==> config.mk <==
export PLATFORM = sky130hd
export DESIGN_NAME = fp_result_collector
export DESIGN_NICKNAME = d
export VERILOG_FILES = /design/src/rtl/fp_result_collector.sv
export SDC_FILE = /design/constraint.sdc
export NUM_CORES = 1
export LEC_CHECK = 0
export CAP_MARGIN = 20
export CELL_PAD_IN_SITES_DETAIL_PLACEMENT = 1
export CELL_PAD_IN_SITES_GLOBAL_PLACEMENT = 2
export CORE_ASPECT_RATIO = 0.5
export CORE_MARGIN = 4
export CORE_UTILIZATION = 41
export DETAILED_ROUTE_END_ITERATION = 6
export GPL_TIMING_DRIVEN = 0
export PLACE_DENSITY = 0.79
export RECOVER_POWER = 100
export SLEW_MARGIN = 20
export SYNTH_ARGS = -nofsm -noshare
export SYNTH_HDL_FRONTEND = slang
export SYNTH_SLANG_ARGS = --single-unit
==> constraint.sdc <==
create_clock -name clk -period 5.9 [get_ports clk]
set_input_delay 1.475 -clock clk [delete_from_list [all_inputs] [get_ports clk]]
set_output_delay 1.475 -clock clk [all_outputs]
set_load 0.03 [all_outputs]
==> src/rtl/fp_result_collector.sv <==
// Result-side collector for the fp add/sub pipeline: a small FIFO of results with their
// exception flags, drained over valid/ready, plus a sticky exception/overrun register.
module fp_result_collector #(
  parameter int unsigned DEPTH = 4
) (
  input  logic                         clk,
  input  logic                         rst,
  input  logic [31:0]                  result_in,
  input  logic                         overflow_in,
  input  logic                         underflow_in,
  input  logic                         inexact_in,
  input  logic                         invalid_operation_in,
  input  logic                         valid_data_in,
  output logic [31:0]                  out,
  output logic [3:0]                   out_flags,
  output logic                         valid_data_out,
  input  logic                         ready_in,
  output logic [4:0]                   sticky_flags,
  input  logic                         clear_flags,
  output logic [$clog2(DEPTH+1)-1:0]   count
);

  localparam int unsigned PW = $clog2(DEPTH);
  localparam int unsigned CW = $clog2(DEPTH + 1);

  if (DEPTH < 2 || (DEPTH & (DEPTH - 1)) != 0) begin : g_bad_depth
    $error("fp_result_collector: DEPTH must be a power of two and at least 2");
  end

  logic [35:0]   mem_q [DEPTH];
  logic [PW-1:0] wr_ptr_q, wr_ptr_d;
  logic [PW-1:0] rd_ptr_q, rd_ptr_d;
  logic [CW-1:0] count_q, count_d;
  logic [4:0]    sticky_q, sticky_d;

  logic       full;
  logic       push;
  logic       pop;
  logic       drop;
  logic [3:0] in_flags;
  logic [4:0] raised;

  assign in_flags = {invalid_operation_in, overflow_in, underflow_in, inexact_in};

  always_comb begin
    full     = (count_q == CW'(DEPTH));
    pop      = (count_q != '0) && ready_in;
    // A full FIFO still accepts when the head leaves on the same edge.
    push     = valid_data_in && (!full || pop);
    drop     = valid_data_in && full && !pop;
    raised   = {drop, valid_data_in ? in_flags : 4'b0000};

    wr_ptr_d = push ? wr_ptr_q + PW'(1) : wr_ptr_q;
    rd_ptr_d = pop ? rd_ptr_q + PW'(1) : rd_ptr_q;

    count_d  = count_q;
    if (push && !pop) begin
      count_d = count_q + CW'(1);
    end else if (pop && !push) begin
      count_d = count_q - CW'(1);
    end

    // Events raised this cycle survive a simultaneous clear.
    sticky_d = clear_flags ? raised : (sticky_q | raised);
  end

  always_ff @(posedge clk) begin
    if (rst) begin
      wr_ptr_q <= '0;
      rd_ptr_q <= '0;
      count_q  <= '0;
      sticky_q <= '0;
    end else begin
      wr_ptr_q <= wr_ptr_d;
      rd_ptr_q <= rd_ptr_d;
      count_q  <= count_d;
      sticky_q <= sticky_d;
    end
  end

  // Storage is deliberately not reset.
  always_ff @(posedge clk) begin
    if (push && !rst) begin
      mem_q[wr_ptr_q] <= {in_flags, result_in};
    end
  end

  assign out            = mem_q[rd_ptr_q][31:0];
  assign out_flags      = mem_q[rd_ptr_q][35:32];
  assign valid_data_out = (count_q != '0);
  assign sticky_flags   = sticky_q;
  assign count          = count_q;

endmodule
=== After elaboration in Yosys (flattened, before gate mapping) ===
Memory sizes are Yosys's and may differ from the RTL's. A register that Yosys moved wholly into a read port is not among the register bits.
Cells that the tools add are included.

* Bitwise operators: 1
* Equality and inequality tests: 1
* Magnitude comparators: 0
* Divide/modulo/power cells: 0
* Reduce and logical (&&, ||, !) cells: 14
* $add $sub $neg: 4
* Multiplexer cells: 8
* Multipliers: 0
* Shift-type cells: 0

{| class="wikitable"
|+ Operator list
! kind !! number
|-
| logical AND 1 bit || 7
|-
| two-way mux 3 bit || 2
|-
| two-way mux 5 bit || 1
|-
| OR 5 bit || 1
|-
| adder 2 x 1 -> 2 bit (second input constant) || 2
|-
| logical NOT 1 bit || 4
|-
| two-way mux 2 bit || 2
|-
| two-way mux 4 bit || 1
|-
| adder 3 x 1 -> 3 bit (second input constant) || 1
|-
| equality test 3 bit (second input constant) || 1
|-
| nonzero test 3 bit || 1
|-
| subtractor 3 x 1 -> 3 bit (second input constant) || 1
|-
| two-way mux 1 bit || 2
|-
| nonzero test 2 bit || 1
|-
| logical OR 1 bit || 1
|}

* Memories: 1
* Memory bits (read-only): 0
* Memory bits (writable): 144
* Latch bits: 0
* Register bits after elaboration: 12
* Output and inout bits: 45

{| class="wikitable"
|+ Memory list
! name !! words !! width !! read ports !! clocked after memory_dff !! write ports !! RTL line !! RTL
|-
| mem_q || 4 || 36 || 1 || 1 || 1 || 30 || <nowiki>logic [35:0] mem_q [DEPTH];</nowiki>
|}

=== Depth between registers and ports, before layout ===
Gate-level depths: netlist (run 1).

* Depth after elaboration: 8
* Depth in mapped cells: 9
* Depth with buffers taken out: 9

=== Worst setup path before layout (run 1) ===
Ideal clock, no wire load.

* Kind: input-to-reg
* Start: input ready_in
* End: memory mem_q[0][0], enable pin
* Cell stages on the path: 3
* Required time: 5.418 ns
* Setup slack: 1.024 ns
* Arrival time: 4.394 ns
* Setup time: 0.482 ns
* Cell sequence: nor4b_2 > nand2b_4 > nor3b_1

* Cells in the longest elaborated chain, start to end: 6

{| class="wikitable"
|+ RTL lines
! what !! RTL line !! RTL
|-
| from (decl) || 17 || <nowiki>input logic ready_in,</nowiki>
|-
| logical AND 1 bit || 47 || <nowiki>pop = (count_q != '0) && ready_in;</nowiki>
|-
| logical OR 1 bit || 49 || <nowiki>push = valid_data_in && (!full || pop);</nowiki>
|-
| logical AND 1 bit || 49 ||
|-
| logical AND 1 bit || 83 || <nowiki>if (push && !rst) begin</nowiki>
|-
| two-way mux 1 bit || 83 ||
|-
| two-way mux 1 bit (implied by the code) || 84 || <nowiki>mem_q[wr_ptr_q] <= {in_flags, result_in};</nowiki>
|-
| to (decl) || 30 ||
|}

No other way between the ends.

==> summary.md, run 1 <==
| Metric | Value |
|---|---|
| Result of the run | finished clean |
| Floorplan die height | 92.45 um |
| Maximum number of pins on one net before global-route repair | 17 |
| Routed len/inst | 19.83 um |
| Wire length of the first global-routing pass | 18050 um |
| Leakage dissipation | 2.426 nW |
| Most common cell after layout, fill and taps aside | sky130_fd_sc_hd__edfxtp_1 |
| Core area | 13740 um2 |
| Area share of the largest cell type after synthesis | 73.94% |
| Vias in the first global route | 3165 |
| Effective utilization at floorplan | 42.57% |
| Distinct cells, synth | 25 |
| Count of inserted antenna diode cells | 0 |
| CTS sink cnt | 158 |
| Worst EP required | 4430 ps |
| Die outline width | 176.9 um |
| Critical Setup Path Class | reg2out |
| Number of placement rows | 30 |
| Transition time at the pin with the least slew margin | 1358 ps |
| Number of max-cap violations | 0 |
| Syn nets | 300 |
| Maximum level of the CTS H-tree | 4 |
| Final Wtd Congestion | 0.6729 |
| Total CTS buffers | 17 |
| Hold violation count in the final report | 0 |
| Minimum clock period | 4719 ps |
| CTS max path bufs | 2 |
| Initial antenna violation count | 0 |
| Tcrit/Tclk final | 79.98% |
| CP Cell Sequence | clkbuf_1 > clkbuf_1 > mux4_2 > dlygate4sd3_1 |
| Worst setup margin | 1181 ps |
| Peak supply drop | 0.0002536 V |
| DR vias/cell | 4.880 |
| Pwr dens | 421.7 nW/um2 |
| Design Power | 3.159 mW |
| Fraction of power spent switching nets | 29.81% |
| Share of total power in the clock network | 31.0% |
| Final HPWL DP | 8201 um |
| Total of cells resized after clock tree synthesis | 0 |
| Ratio of cells with drive above 1 in the final layout | 18.96% |
| Area of the die | 16350 um2 |
| Sort of element at the end of the critical path | output port |
| Switching power of the nets | 0.9418 mW |
| Sum of overflow across all layers after global routing | 0 |
| Dominant cell type by count on the critical path | sky130_fd_sc_hd__clkbuf_1 |
| Commonest cells after routing, fill and taps aside | sky130_fd_sc_hd__edfxtp_1 (144), sky130_fd_sc_hd__dlygate4sd3_1 (59), sky130_fd_sc_hd__mux4_2 (36), sky130_fd_sc_hd__clkdlybuf4s50_1 (25), sky130_fd_sc_hd__clkbuf_1 (24) |
| Routed wire length | 11440 um |
| Clock latency on the worst-skew pair | 410 ps |
| Area added between synthesis and finish | 28.09% |
| Flops & latches, synth | 158 |
| Worst slack on hold paths | 501.7 ps |
| Setup-failing EPs final | 0 |
| Share of synthesized area occupied by flip-flops and latches | 78.73% |
| Antenna Nets Post-Route | 0 |
| Minimum setup slack among reg-to-reg paths | 2530 ps |
| Delay contributed by the slowest stage of the critical path | 710 ps |
| RSZ-0062 raised after global routing | false |
| Slew Limit Fails | 0 |
| Internal Dissipation | 2.217 mW |
| Top post-synthesis cells by area | sky130_fd_sc_hd__edfxtp_1 (74%), sky130_fd_sc_hd__mux4_2 (14%), sky130_fd_sc_hd__dfxtp_1 (4.8%) |
| Fillcell total | 1274 |
| Power share of the combinational group | 27.1% |
| Worst Setup Start Kind | flip-flop |
| Hold bufs inserted after CTS | 0 |
| Syn avg cell area | 23.12 um2 |
| Number of buffers inserted by post-CTS setup repair | 0 |
| Worst Path Arrival | 3240 ps |
| Yosys warning total | 0 |
| Largest fanout on the critical path | 10 |
| Clk pin slew, worst setup/hold paths | 60 ps |
| Number of detailed-route iterations in the first pass | 4 |
| Post-synthesis instance area | 5848 um2 |
| Worst R2R Start | count[0]$_SDFFE_PP0P_ |
| Setup skew after layout | 9.280 ps |
| Number of instances in the synthesized netlist | 253 |
| Worst R2R Path Depth | 5 |
| IO buf count | 84 |
| Library cell occupying the most area in the post-synthesis netlist | sky130_fd_sc_hd__edfxtp_1 |
| Number of primary I/O pins | 86 |
| Relative contribution of sequential cells to total power | 41.9% |
| Destination of the worst register-to-register timing path | mem_q[0][19]$_DFFE_PP_ |
| Count of vias placed by the detailed router | 2816 |
| DRC marker count from the first detailed-route iteration | 200 |
| Clock tree root driver cell | sky130_fd_sc_hd__clkbuf_16 |
| TritonCTS clock tree | done |
| Total Nets Final | 419 |
| DP Worst Slack | 2064 ps |
| GRT Resource Usage Total | 14.82% |
| Max-slew headroom | 9.249% |
| Number of remaining DRC errors | 0 |
| Crit path capture | out[29] |
| Highest attainable clock frequency | 211.9 MHz |
| Slowest stage cell on the critical path | sky130_fd_sc_hd__clkbuf_1 |
| Classification of the worst-slack hold path | reg2reg |
worst max-delay path: cells and delay by family (launching register included):
kind	cells	cell delay, ps
buf+inv	3	1910
flops	1	300
mux	1	620
worst min path at each step:
stage,endpoint,depth (start not counted),startpoint
floorplan,wr_ptr_q[1]$_SDFFE_PP0N_,2,wr_ptr_q[1]$_SDFFE_PP0N_
global route,sticky_flags[3]$_SDFF_PP0_,2,sticky_flags[3]$_SDFF_PP0_
CTS,sticky_flags[3]$_SDFF_PP0_,2,sticky_flags[3]$_SDFF_PP0_
detailed placement,sticky_flags[3]$_SDFF_PP0_,2,sticky_flags[3]$_SDFF_PP0_
finish,sticky_flags[3]$_SDFF_PP0_,2,sticky_flags[3]$_SDFF_PP0_
global placement,sticky_flags[0]$_SDFF_PP0_,2,sticky_flags[0]$_SDFF_PP0_
power groups by stage:
| stage | Clock [mW] | Combinational (mW) | Sequential, mW |
|---|---|---|---|
| floorplan | 0 | 0.563 | 1.36 |
| global route | 1.06 | 0.914 | 1.33 |
| global placement | 0 | 0.892 | 1.35 |
| finish | 0.979 | 0.856 | 1.32 |
| CTS | 1.00 | 0.928 | 1.33 |
| detailed placement | 0 | 0.923 | 1.35 |
state kept, by name, indices dropped and copies added (netlist names), named ones only:
register,cells
mem_q,144
sticky_flags,5
count,3
rd_ptr_q,2
wr_ptr_q,2
layout make-up:
cell class                      count  area [um2]  area share, %
Buffer                             10       41.29         0.5512
Clock buffer                       18       429.2          5.729
Clock inverter                     14       111.4          1.487
Inverter                            5       20.02         0.2672
Multi-Input combinational cell     80        1144          15.27
Sequential cell                   158        4604          61.47
Tap cell                          192       240.2          3.207
Timing Repair Buffer              100       900.9          12.03
stage by stage:
| stage | instances | util, % | setup TNS, ps | area (um2) |
|---|---|---|---|---|
| global placement | 529 | 50.44 | -210370 | 6929 |
| detailed placement | 545 | 51.57 | 0 | 7084 |
| floorplan | 253 | - | 0 | 5848 |
| finish | 577 | 54.53 | 0 | 7491 |
| CTS | 577 | 55.50 | 0 | 7625 |
| global route | 577 | 54.53 | 0 | 7491 |
per-layer routing:
| metal | routed length (um) | track usage, % | vias to the layer above |
|---|---|---|---|
| met1 | 5162 | 19.33 | 1482 |
| met2 | 5937 | 24.88 | 42 |
| met4 | 42 | 4.440 | 0 |
| met3 | 302 | 3.711 | 2 |
| li1 | - | - | 1290 |
| met5 | 0 | 0 | - |
synth_stat cells:
cell,n
sky130_fd_sc_hd__nor3b_1,4
sky130_fd_sc_hd__o311ai_0,1
sky130_fd_sc_hd__mux2i_1,2
sky130_fd_sc_hd__inv_4,1
sky130_fd_sc_hd__mux4_2,36
sky130_fd_sc_hd__nand2b_1,2
sky130_fd_sc_hd__mux2_4,1
sky130_fd_sc_hd__a21oi_1,1
sky130_fd_sc_hd__nor2_1,12
sky130_fd_sc_hd__o31ai_1,1
sky130_fd_sc_hd__edfxtp_1,144
sky130_fd_sc_hd__or3_1,1
sky130_fd_sc_hd__dfxtp_1,14
sky130_fd_sc_hd__clkbuf_1,3
sky130_fd_sc_hd__xor2_1,4
sky130_fd_sc_hd__a22oi_1,5
sky130_fd_sc_hd__nand2b_4,1
sky130_fd_sc_hd__buf_2,4
sky130_fd_sc_hd__fa_1,1
sky130_fd_sc_hd__o21ai_0,1
sky130_fd_sc_hd__buf_6,3
sky130_fd_sc_hd__inv_1,4
sky130_fd_sc_hd__ha_1,5
sky130_fd_sc_hd__nor4b_2,1
sky130_fd_sc_hd__or3_2,1
cell families after synthesis:
family          after synthesis  synth area share [%]
compound gates                9                 1.091
xor+xnor                      4                0.5990
fa+ha+maj                     6                 1.412
buf+inv                      15                 1.476
flops                       158                 78.73
mux                          39                 14.46
simple gates                 22                 2.225
(Power assumes the default switching activity.)
==> run 2: changes to the inputs <==
==> constraint.sdc (replaced) <==
create_clock -name clk -period 4.5 [get_ports clk]
set_input_delay 1.125 -clock clk [delete_from_list [all_inputs] [get_ports clk]]
set_output_delay 1.125 -clock clk [all_outputs]
set_load 0.03 [all_outputs]
==> summary.md, run 2 (synthesis results as in run 1) <==
| Metric | Value |
|---|---|
| Result of the run | finished clean |
| Worst Setup Start Kind | flip-flop |
| Commonest cells after routing, fill and taps aside | sky130_fd_sc_hd__edfxtp_1 (144), sky130_fd_sc_hd__dlygate4sd3_1 (78), sky130_fd_sc_hd__mux4_2 (36), sky130_fd_sc_hd__clkbuf_1 (20), sky130_fd_sc_hd__clkbuf_16 (17) |
| Count of inserted antenna diode cells | 0 (unchanged) |
| Setup-failing EPs final | 0 (unchanged) |
| IO buf count | 84 (unchanged) |
| Highest attainable clock frequency | 255.0 MHz |
| Total CTS buffers | 17 (unchanged) |
| Tcrit/Tclk final | 87.15% |
| Sort of element at the end of the critical path | output port |
| Largest fanout on the critical path | 10 (unchanged) |
| Number of primary I/O pins | 86 (unchanged) |
| Most common cell after layout, fill and taps aside | sky130_fd_sc_hd__edfxtp_1 |
| CTS sink cnt | 158 (unchanged) |
| Number of max-cap violations | 0 (unchanged) |
| Worst setup margin | 578.1 ps (-603.1 ps) |
| Final HPWL DP | 8201 um (unchanged) |
| Vias in the first global route | 3165 (unchanged) |
| DP Worst Slack | 1014 ps (-1050 ps) |
| Routed len/inst | 19.75 um (-0.41%) |
| Setup skew after layout | 6.548 ps (-2.732 ps) |
| GRT Resource Usage Total | 14.82% (unchanged) |
| RSZ-0062 raised after global routing | false |
| Number of buffers inserted by post-CTS setup repair | 0 (unchanged) |
| Die outline width | 176.9 um (unchanged) |
| Worst EP required | 3380 ps (-1050 ps) |
| Multi-input gate area in the final layout | 1144 um2 (unchanged) |
| Minimum clock period | 3922 ps |
| Classification of the worst-slack hold path | reg2reg |
| Count of vias placed by the detailed router | 2829 (+0.46%) |
| Hold bufs inserted after CTS | 0 (unchanged) |
| Clock latency on the worst-skew pair | 410 ps (about the same) |
| Ratio of cells with drive above 1 in the final layout | 20.00% (+1.0 points) |
| Fin Setup TNS | 0 ps (unchanged) |
| Top reg by flops | mem_q |
| Fillcell total | 1271 (-0.24%) |
| TritonCTS clock tree | done |
| Peak supply drop | 0.0003167 V (+25%) |
| Core area | 13740 um2 (unchanged) |
| Area added between synthesis and finish | 28.54% |
| Maximum level of the CTS H-tree | 4 (unchanged) |
| Leakage dissipation | 2.450 nW (+0.99%) |
| Wire length of the first global-routing pass | 18050 um (unchanged) |
| Number of remaining DRC errors | 0 (unchanged) |
| Pwr dens | 550.1 nW/um2 (+30%) |
| Transition time at the pin with the least slew margin | 1361 ps (+2.766 ps) |
| Hold violation count in the final report | 0 (unchanged) |
| Worst Path Arrival | 2800 ps (-440 ps) |
| Minimum setup slack among reg-to-reg paths | 1420 ps (-1110 ps) |
| Initial antenna violation count | 0 (unchanged) |
| Floorplan die height | 92.45 um (unchanged) |
| Clock tree root driver cell | sky130_fd_sc_hd__clkbuf_16 |
| DRC marker count from the first detailed-route iteration | 161 (-20%) |
| Number of flip-flops under the largest register name | 144 (unchanged) |
| Seq. cell area | 4604 um2 (unchanged) |
| Effective utilization at floorplan | 42.57% (unchanged) |
| Clk pin slew, worst setup/hold paths | 60 ps (about the same) |
| DR vias/cell | 4.903 (+0.46%) |
| Routed wire length | 11400 um (-0.41%) |
| Total of cells resized after clock tree synthesis | 0 (unchanged) |
| Number of detailed-route iterations in the first pass | 4 (unchanged) |
| Maximum number of pins on one net before global-route repair | 17 (unchanged) |
| Max-slew headroom | 9.064% (-0.18 points) |
| CTS max path bufs | 2 (unchanged) |
| Area of the die | 16350 um2 (unchanged) |
| Antenna Nets Post-Route | 0 (unchanged) |
| Final Wtd Congestion | 0.6729 (unchanged) |
| Critical Setup Path Class | reg2out |
| Number of placement rows | 30 (unchanged) |
| Slew Limit Fails | 0 (unchanged) |
| Total Nets Final | 419 (unchanged) |
| Sum of overflow across all layers after global routing | 0 (unchanged) |
-- run 2: critical path: stages, from the launching register on --
cell and delay, ps:
sky130_fd_sc_hd__dfxtp_1 300, sky130_fd_sc_hd__clkbuf_1 550, sky130_fd_sc_hd__buf_6 280, sky130_fd_sc_hd__mux4_2 540
sky130_fd_sc_hd__dlygate4sd3_1 710
-- run 2: layer usage --
metal  routed length, um  track usage (%)  vias up
met3                 339            3.711        4
met5                   0                0        -
li1                    -                -     1291
met1                5054            19.33     1486
met4                  62            4.440        0
met2                5940            24.88       48
-- run 2: worst paths after layout --
kind                         startpoint                          to  cells past startpoint
min          sticky_flags[3]$_SDFF_PP0_  sticky_flags[3]$_SDFF_PP0_                      2
max reg2reg       count[0]$_SDFFE_PP0P_      mem_q[0][19]$_DFFE_PP_                      5
max                           flip-flop                     out[22]                      4
min reg2reg  sticky_flags[3]$_SDFF_PP0_  sticky_flags[3]$_SDFF_PP0_                      2
-- run 2: stage by stage --
stage          area, um2  util (%)  std cells  total power, mW  hold WS (ps)
6_report            7517     54.72        577            4.135         501.7
5_1_grt             7517     54.72        577            4.326         525.9
4_1_cts             7625     55.50        577            4.270         510.8
3_5_place_dp        7084     51.57        545            2.979         494.4
3_3_place_gp        6929     50.44        529            2.939         480.2
2_1_floorplan       5848         -        253            2.527         481.9
-- run 2: final cells by class --
cell class | count | share of cell area (%)
sequential | 158 | 61.25
multi-input combinational | 80 | 15.21
timing repair buffer | 100 | 12.03
clock buffer | 18 | 5.709
tap | 192 | 3.196
clock inverter | 14 | 1.481
buffer | 10 | 0.8489
inverter | 5 | 0.2663
-- run 2: power breakdown --
group          total, mW  internal [mW]  switching (mW)  leakage (nW)
Clock               1.28          0.714           0.570         0.258
Sequential          1.74           1.69          0.0434          1.42
Combinational       1.12          0.498           0.619         0.770
Total               4.14           2.90            1.23          2.45
